File: src/rtl/dispatch_pkg.sv
`default_nettype none
// ============================================================================
//  Module      : dispatch_pkg
//  Description : Types and constants shared between the instruction fetch
//                queue and the dispatch unit.
//                  INSTR_WIDTH      - instruction / PC / address width
//                  RESET_PC_DEFAULT - PC loaded when reset is asserted
//                  ifq_entry_t      - one queued {pc, instr} pair
//  Revision    : 1.0 - initial release
// ============================================================================
package dispatch_pkg;

    localparam int                     INSTR_WIDTH      = 32;
    localparam logic [INSTR_WIDTH-1:0] RESET_PC_DEFAULT = '0;

    typedef struct packed {
        logic [INSTR_WIDTH-1:0] pc;
        logic [INSTR_WIDTH-1:0] instr;
    } ifq_entry_t;

endpackage : dispatch_pkg
`default_nettype wire

File: src/rtl/instruction_fetch_queue_if.sv
`default_nettype none
// ============================================================================
//  Module      : instruction_fetch_queue_if
//  Description : Bundles the dispatch-side and instruction-memory-side
//                signals of the instruction fetch queue.
//                  master - the environment (dispatch stage + imem model)
//                  slave  - the fetch queue itself
//                Dispatch side : Read_enable, jump_branch_valid,
//                                jump_branch_address -> queue
//                                Instruction, PC_out, empty <- queue
//                Memory side   : imem_rd_en, imem_addr <- queue
//                                imem_rdata -> queue (1-cycle latency)
//  Revision    : 1.0 - initial release
// ============================================================================
interface instruction_fetch_queue_if #(
    parameter int DATA_WIDTH = 32
);

    logic                  Read_enable;
    logic                  jump_branch_valid;
    logic [DATA_WIDTH-1:0] jump_branch_address;
    logic [DATA_WIDTH-1:0] imem_rdata;
    logic                  imem_rd_en;
    logic [DATA_WIDTH-1:0] imem_addr;
    logic [DATA_WIDTH-1:0] Instruction;
    logic [DATA_WIDTH-1:0] PC_out;
    logic                  empty;

    modport master (
        output Read_enable, jump_branch_valid, jump_branch_address, imem_rdata,
        input  imem_rd_en, imem_addr, Instruction, PC_out, empty
    );

    modport slave (
        input  Read_enable, jump_branch_valid, jump_branch_address, imem_rdata,
        output imem_rd_en, imem_addr, Instruction, PC_out, empty
    );

endinterface : instruction_fetch_queue_if
`default_nettype wire

File: src/rtl/ifq_storage.sv
`default_nettype none
// ============================================================================
//  Module      : ifq_storage
//  Description : DEPTH-entry register array of {pc, instr} pairs.
//                  clk     - write clock
//                  wr_en   - write wr_data at wr_ptr on the rising edge
//                  wr_ptr  - write index
//                  wr_data - entry to store
//                  rd_ptr  - read index
//                  rd_data - entry at rd_ptr (combinational)
//                Contents are not reset; the owner gates the read data with
//                its own occupancy count.
//  Revision    : 1.0 - initial release
// ============================================================================
module ifq_storage
    import dispatch_pkg::*;
#(
    parameter  int DEPTH = 4,
    localparam int PW    = $clog2(DEPTH)
) (
    input  wire logic       clk,
    input  wire logic       wr_en,
    input  wire logic [PW-1:0] wr_ptr,
    input  wire ifq_entry_t wr_data,
    input  wire logic [PW-1:0] rd_ptr,
    output      ifq_entry_t rd_data
);

    ifq_entry_t mem [DEPTH];

    always_ff @(posedge clk) begin
        if (wr_en) begin
            mem[wr_ptr] <= wr_data;
        end
    end

    assign rd_data = mem[rd_ptr];

endmodule : ifq_storage
`default_nettype wire

File: src/rtl/instruction_fetch_queue.sv
`default_nettype none
// ============================================================================
//  Module      : instruction_fetch_queue
//  Description : Keeps the PC, issues fetches to a synchronous-read
//                instruction memory and buffers {PC, instruction} pairs in a
//                first-word-fall-through queue for the dispatch stage.
//                  clk   - single clock, rising edge
//                  reset - asynchronous, active-high
//                  bus   - dispatch handshake and imem request/response
//                          (see instruction_fetch_queue_if)
//                A redirect flushes the queue, cancels the in-flight fetch
//                and reloads the PC with the word-aligned target.
//  Revision    : 1.0 - initial release
// ============================================================================
module instruction_fetch_queue
    import dispatch_pkg::*;
#(
    parameter  int                    DATA_WIDTH = INSTR_WIDTH,
    parameter  int                    DEPTH      = 4,
    parameter  logic [DATA_WIDTH-1:0] RESET_PC   = RESET_PC_DEFAULT,
    localparam int                    PW         = $clog2(DEPTH),
    localparam int                    CW         = PW + 1
) (
    input  wire logic                clk,
    input  wire logic                reset,
    instruction_fetch_queue_if.slave bus
);

    logic [DATA_WIDTH-1:0] pc;
    logic [DATA_WIDTH-1:0] inflight_pc;
    logic                  inflight;
    logic [CW-1:0]         count;
    logic [PW-1:0]         wr_ptr;
    logic [PW-1:0]         rd_ptr;

    logic                  redirect;
    logic                  issue;
    logic                  fill;
    logic                  pop;
    logic                  is_empty;
    logic [CW-1:0]         occupancy;
    ifq_entry_t            wr_data;
    ifq_entry_t            head;

    assign redirect = bus.jump_branch_valid;
    assign is_empty = (count == '0);

    // The in-flight word already owns a slot, so it is counted as occupied.
    // A pop this cycle is deliberately not credited until the next cycle.
    assign occupancy = count + CW'(inflight);
    assign issue     = !reset && !redirect && (occupancy < CW'(DEPTH));

    // Redirect kills both the returning word and any pop in the same cycle.
    assign fill = inflight && !redirect;
    assign pop  = bus.Read_enable && !is_empty && !redirect;

    assign wr_data.pc    = inflight_pc;
    assign wr_data.instr = bus.imem_rdata;

    always_ff @(posedge clk or posedge reset) begin
        if (reset) begin
            pc          <= RESET_PC;
            inflight_pc <= '0;
            inflight    <= 1'b0;
            count       <= '0;
            wr_ptr      <= '0;
            rd_ptr      <= '0;
        end else if (redirect) begin
            pc       <= {bus.jump_branch_address[DATA_WIDTH-1:2], 2'b00};
            inflight <= 1'b0;
            count    <= '0;
            wr_ptr   <= '0;
            rd_ptr   <= '0;
        end else begin
            inflight <= issue;
            if (issue) begin
                inflight_pc <= pc;
                pc          <= pc + DATA_WIDTH'(4);
            end
            if (fill) begin
                wr_ptr <= wr_ptr + PW'(1);
            end
            if (pop) begin
                rd_ptr <= rd_ptr + PW'(1);
            end
            case ({fill, pop})
                2'b10:   count <= count + CW'(1);
                2'b01:   count <= count - CW'(1);
                default: count <= count;
            endcase
        end
    end

    ifq_storage #(
        .DEPTH (DEPTH)
    ) u_storage (
        .clk     (clk),
        .wr_en   (fill),
        .wr_ptr  (wr_ptr),
        .wr_data (wr_data),
        .rd_ptr  (rd_ptr),
        .rd_data (head)
    );

    assign bus.imem_rd_en  = issue;
    assign bus.imem_addr   = pc;
    assign bus.empty       = is_empty;
    assign bus.Instruction = is_empty ? '0 : head.instr;
    assign bus.PC_out      = is_empty ? '0 : head.pc;

endmodule : instruction_fetch_queue
`default_nettype wire

File: src/flat_wrapper.sv
// flat-port wrapper written by rule: the top's interface ports become plain ports
module instruction_fetch_queue_flat import dispatch_pkg::*;
#(
    parameter  int                    DATA_WIDTH = INSTR_WIDTH,
    parameter  int                    DEPTH      = 4,
    parameter  logic [DATA_WIDTH-1:0] RESET_PC   = RESET_PC_DEFAULT,
    localparam int                    PW         = $clog2(DEPTH),
    localparam int                    CW         = PW + 1
)
  (clk, reset, bus_Read_enable, bus_jump_branch_valid, bus_jump_branch_address, bus_imem_rdata, bus_imem_rd_en, bus_imem_addr, bus_Instruction, bus_PC_out, bus_empty);
  instruction_fetch_queue_if #(.DATA_WIDTH(DATA_WIDTH)) bus_i ();
  input  wire logic clk;
  input  wire logic reset;
  input wire logic [$bits(bus_i.Read_enable)-1:0] bus_Read_enable;
  input wire logic [$bits(bus_i.jump_branch_valid)-1:0] bus_jump_branch_valid;
  input wire logic [$bits(bus_i.jump_branch_address)-1:0] bus_jump_branch_address;
  input wire logic [$bits(bus_i.imem_rdata)-1:0] bus_imem_rdata;
  output wire logic [$bits(bus_i.imem_rd_en)-1:0] bus_imem_rd_en;
  output wire logic [$bits(bus_i.imem_addr)-1:0] bus_imem_addr;
  output wire logic [$bits(bus_i.Instruction)-1:0] bus_Instruction;
  output wire logic [$bits(bus_i.PC_out)-1:0] bus_PC_out;
  output wire logic [$bits(bus_i.empty)-1:0] bus_empty;
  assign bus_i.Read_enable = bus_Read_enable;
  assign bus_i.jump_branch_valid = bus_jump_branch_valid;
  assign bus_i.jump_branch_address = bus_jump_branch_address;
  assign bus_i.imem_rdata = bus_imem_rdata;
  assign bus_imem_rd_en = bus_i.imem_rd_en;
  assign bus_imem_addr = bus_i.imem_addr;
  assign bus_Instruction = bus_i.Instruction;
  assign bus_PC_out = bus_i.PC_out;
  assign bus_empty = bus_i.empty;
  instruction_fetch_queue #(.DATA_WIDTH(DATA_WIDTH), .DEPTH(DEPTH), .RESET_PC(RESET_PC)) u_core (.clk(clk), .reset(reset), .bus(bus_i));
endmodule
File: config.mk
export PLATFORM = sky130hd
export DESIGN_NAME = instruction_fetch_queue_flat
export DESIGN_NICKNAME = d
export VERILOG_FILES = /design/src/rtl/dispatch_pkg.sv /design/src/rtl/instruction_fetch_queue_if.sv /design/src/rtl/ifq_storage.sv /design/src/rtl/instruction_fetch_queue.sv /design/src/flat_wrapper.sv
export SDC_FILE = /design/constraint.sdc
export NUM_CORES = 1
export LEC_CHECK = 0
export BUFFER_PORTS_ARGS = -buffer_cell sky130_fd_sc_hd__buf_2
export CORE_AREA = 4 4 184 186
export CTS_BUF_LIST = sky130_fd_sc_hd__clkbuf_4 sky130_fd_sc_hd__clkbuf_8 sky130_fd_sc_hd__clkbuf_16
export DETAILED_ROUTE_END_ITERATION = 16
export DIE_AREA = 0 0 188 190
export PLACE_DENSITY = 0.61
export RECOVER_POWER = 100
export REMOVE_ABC_BUFFERS = 1
export SYNTH_ARGS = -nofsm -noshare
export SYNTH_HDL_FRONTEND = slang
export SYNTH_SLANG_ARGS = --single-unit
File: constraint.sdc
create_clock -name clk -period 2.85 [get_ports clk]
set_input_delay 0.4275 -clock clk [delete_from_list [all_inputs] [get_ports clk]]
set_output_delay 0.4275 -clock clk [all_outputs]
set_load 0.02 [all_outputs]
==> results by group <==
Status
  – Result of the run: finished with violations
  – Violated checks: capacitance limit, slew limit

Logic synthesis
  – Most instantiated cells after synthesis: edfxtp_1 (248), nand2_1 (120), and2_1 (69), dfrtp_1 (68), mux4_2 (62)
  – Unique masters post-synth: 40
  – Async set-reset flop share out of synthesis: 0.215
  – Top cell type's share of synthesized area: 0.585
  – Post-synth EDFFs: 248
  – Mapped Area: 12700 sq um
  – Top FF cell, synth: edfxtp_1
  – Most frequent cell after synthesis: edfxtp_1
  – Avg Cell Area, Syn: 16.5 sq um
  – Synth area leader: edfxtp_1
  – Post-Syn Instances: 769
  – Ranking of synthesized cells by area: edfxtp_1 (59%), dfrtp_1 (13%), mux4_2 (11%), nand2_1 (3.5%), and2_1 (3.4%)
  – Sequential share of the synthesized area: 0.719
  – Yosys Warn Count: 0
  – #FFs+latches synth: 316

Run
  – # Max-Cap Violations: 1

Layout
  – Fillers: 2828
  – Register area: 9160 sq um
  – Share of post-route cells with drive strength above 1: 0.245
  – Final instance count without filler cells: 1424
  – Nets: 1031
  – Layout area overhead: 19.8%
  – Finished Cell Area: 15200 sq um
  – Area of the multi-input gates: 3320 sq um
  – Antenna Cells: 0

Clock tree
  – Cts repair resizes: 0
  – Number of buffers created by CTS: 36
  – Max Root-Sink Buffers: 3
  – Root Buffer: clkbuf_16
  – Post-CTS Hold Fix Bufs: 0
  – CTS tree: done
  – Worst-path clk slew: 0.06 ns
  – Clk sinks: 316
  – Worst-Skew Late Latency: 0.50 ns
  – CTS H-Tree Depth: 2
  – Setup bufs post-CTS: 1

Timing
  – Final setup viols: 0
  – Setup TNS: 0 ns
  – Final hold vios: 0
  – Unrepaired setup endpoints after global routing: no
  – Slew @ Worst Pin: 1.59 ns
  – Period utilization: 0.947
  – Max_slew headroom: -0.0592
  – Clock skew: 0.0142 ns
  – Max Slew Vio Count: 34
  – FMAX: 370 MHz
  – Crit path time final: 2.70 ns

Pwr
  – Lkg Pwr: 5.51 nW
  – PD cells: 940 nW/um^2
  – Switch share: 0.308
  – Net Switching: 0.00441 W
  – Internal power: 0.00992 W
  – Clk network pwr share: 0.321
  – VDD IR max: 0.000416 V
  – Power share of the sequential group: 0.415
  – Total design power: 0.0143 W
  – Combinational Power Share: 0.264

Placement
  – # port buffers: 159
  – DP Area: 14300 sq um
  – Detailed Place HPWL: 17.7 mm
  – Placed insts: 1360
  – Gp weighted congestion: 0.753

Floorplanning
  – Die Wd: 188 um
  – # IOs: 166
  – Die area: 35700 sq um
  – Die Y: 190 um
  – Core area: 32300 sq um
  – Site Rows: 66
  – Starting density of the core: 0.394

Critical path
  – Crit Path Class: reg -> out
  – Required @ worst endpoint: 2.42 ns
  – Critical path peak fanout: 11
  – Element type at the critical path start: flop
  – Crit path DAT: 2.27 ns
  – Worst setup EP type: output pin

Global route
  – Vias in the first global route: 7366
  – Initial antenna violation count: 1
  – Overall routing resource usage: 0.157
  – Remaining Overflow, GRT: 0
  – Largest net degree at the start of global routing: 65
  – Global-route wire length before repair: 43.6 mm

Route
  – Iter 0 DRT Violations: 461
  – Final WL: 27.9 mm
  – Final ANT Viol Nets: 0
  – Via Count: 7101
  – Vias per Instance: 4.99
  – DR pass1 iterations: 4
  – DRC viols: 0
  – Wire per inst: 19.6 um

Min path
  – Hold Crit Class: in -> reg
## area by class of cell
class	count	share of cell area
Inverter	11	0.00271
Clock inverter	20	0.0143
Clock buffer	43	0.0637
Sequential cell	316	0.601
Timing Repair Buffer	189	0.0644
Multi-Input combinational cell	403	0.218
Tap cell	442	0.0363
## metal layers
| metal | part of all wire | global-route usage | vias up |
|---|---|---|---|
| li1 | - | - | 3272 |
| met1 | 0.43 | 0.213 | 3577 |
| met2 | 0.48 | 0.259 | 201 |
| met3 | 0.055 | 0.0347 | 49 |
| met4 | 0.026 | 0.0426 | 2 |
| met5 | 0.00047 | 0 | - |
## worst max-delay path: stages, from the launching register on
cell     delay, ns
dfrtp_4       0.62
buf_6         0.28
mux4_2        0.51
and2_0        0.19
buf_2         0.17
## logic make-up (layout without fill, tap and decap cells)
| kind of cell | count (synthesis) | after routing | share of synthesized area |
|---|---|---|---|
| muxes | 69 | 69 | 0.116 |
| DFF | 316 | 316 | 0.719 |
| other | 1 | 4 | 0.000295 |
| buffers and inverters | 53 | 263 | 0.0187 |
| adders and majority gates | 6 | 6 | 0.00649 |
| and+or+nand+nor | 260 | 260 | 0.105 |
| AOI/OAI and AO/OA | 36 | 36 | 0.0157 |
| xor gates and xnor gates | 28 | 28 | 0.0193 |
## power groups by stage
stage          combinational, W  clock (W)  sequential [W]
6_report                0.00378    0.00460         0.00594
3_5_place_dp            0.00390          0         0.00608
2_1_floorplan           0.00234          0         0.00611
3_3_place_gp            0.00389          0         0.00605
4_1_cts                 0.00398    0.00472         0.00595
5_1_grt                 0.00413    0.00495         0.00601
## stage by stage
| step | setup WS (ns) | hold WS, ns | utilization |
|---|---|---|---|
| floorplan | -0.978 | 0.476 | - |
| global placement | 0.474 | 0.493 | 0.443 |
| detailed placement | 0.475 | 0.506 | 0.443 |
| CTS | 0.0846 | 0.0148 | 0.480 |
| global route | 0.0305 | 0.107 | 0.472 |
| finish | 0.150 | 0.125 | 0.472 |
## final timing paths
check                                             from                     endpoint  slack (ns)  cells past startpoint
setup / recovery                      u_core.rd_ptr[0]          bus_Instruction[24]        0.15                      4
hold / removal             bus_jump_branch_address[12]     u_core.bus.imem_addr[12]        0.13                      3
setup reg to reg                       u_core.inflight       u_core.inflight_pc[14]        0.37                      6
hold reg to reg                 u_core.inflight_pc[20]  u_core.u_storage.mem[3][52]        0.52                      0
max in group asynchronous                        reset      u_core.bus.imem_addr[7]        0.56                      3
min in group asynchronous                        reset              u_core.count[2]        0.18                      2
## state kept, by name (all words and copies together) (netlist names)
register,flops
u_core.u_storage.mem,248
u_core.bus.imem_addr,30
u_core.inflight_pc,30
u_core.count,3
u_core.rd_ptr,2
u_core.wr_ptr,2
u_core.inflight,1
## cell usage in the layout (no fill, tap or decap), types with 22 or more instances in the layout
| cell | n |
|---|---|
| and2_0 | 25 |
| and2_1 | 41 |
| buf_2 | 59 |
| clkbuf_1 | 76 |
| clkbuf_16 | 37 |
| clkbuf_2 | 40 |
| dfrtp_1 | 66 |
| edfxtp_1 | 248 |
| mux4_2 | 62 |
| nand2_1 | 120 |
| o21ai_0 | 28 |
| xor2_1 | 22 |
No activity file was read; power rests on OpenSTA's default activity.
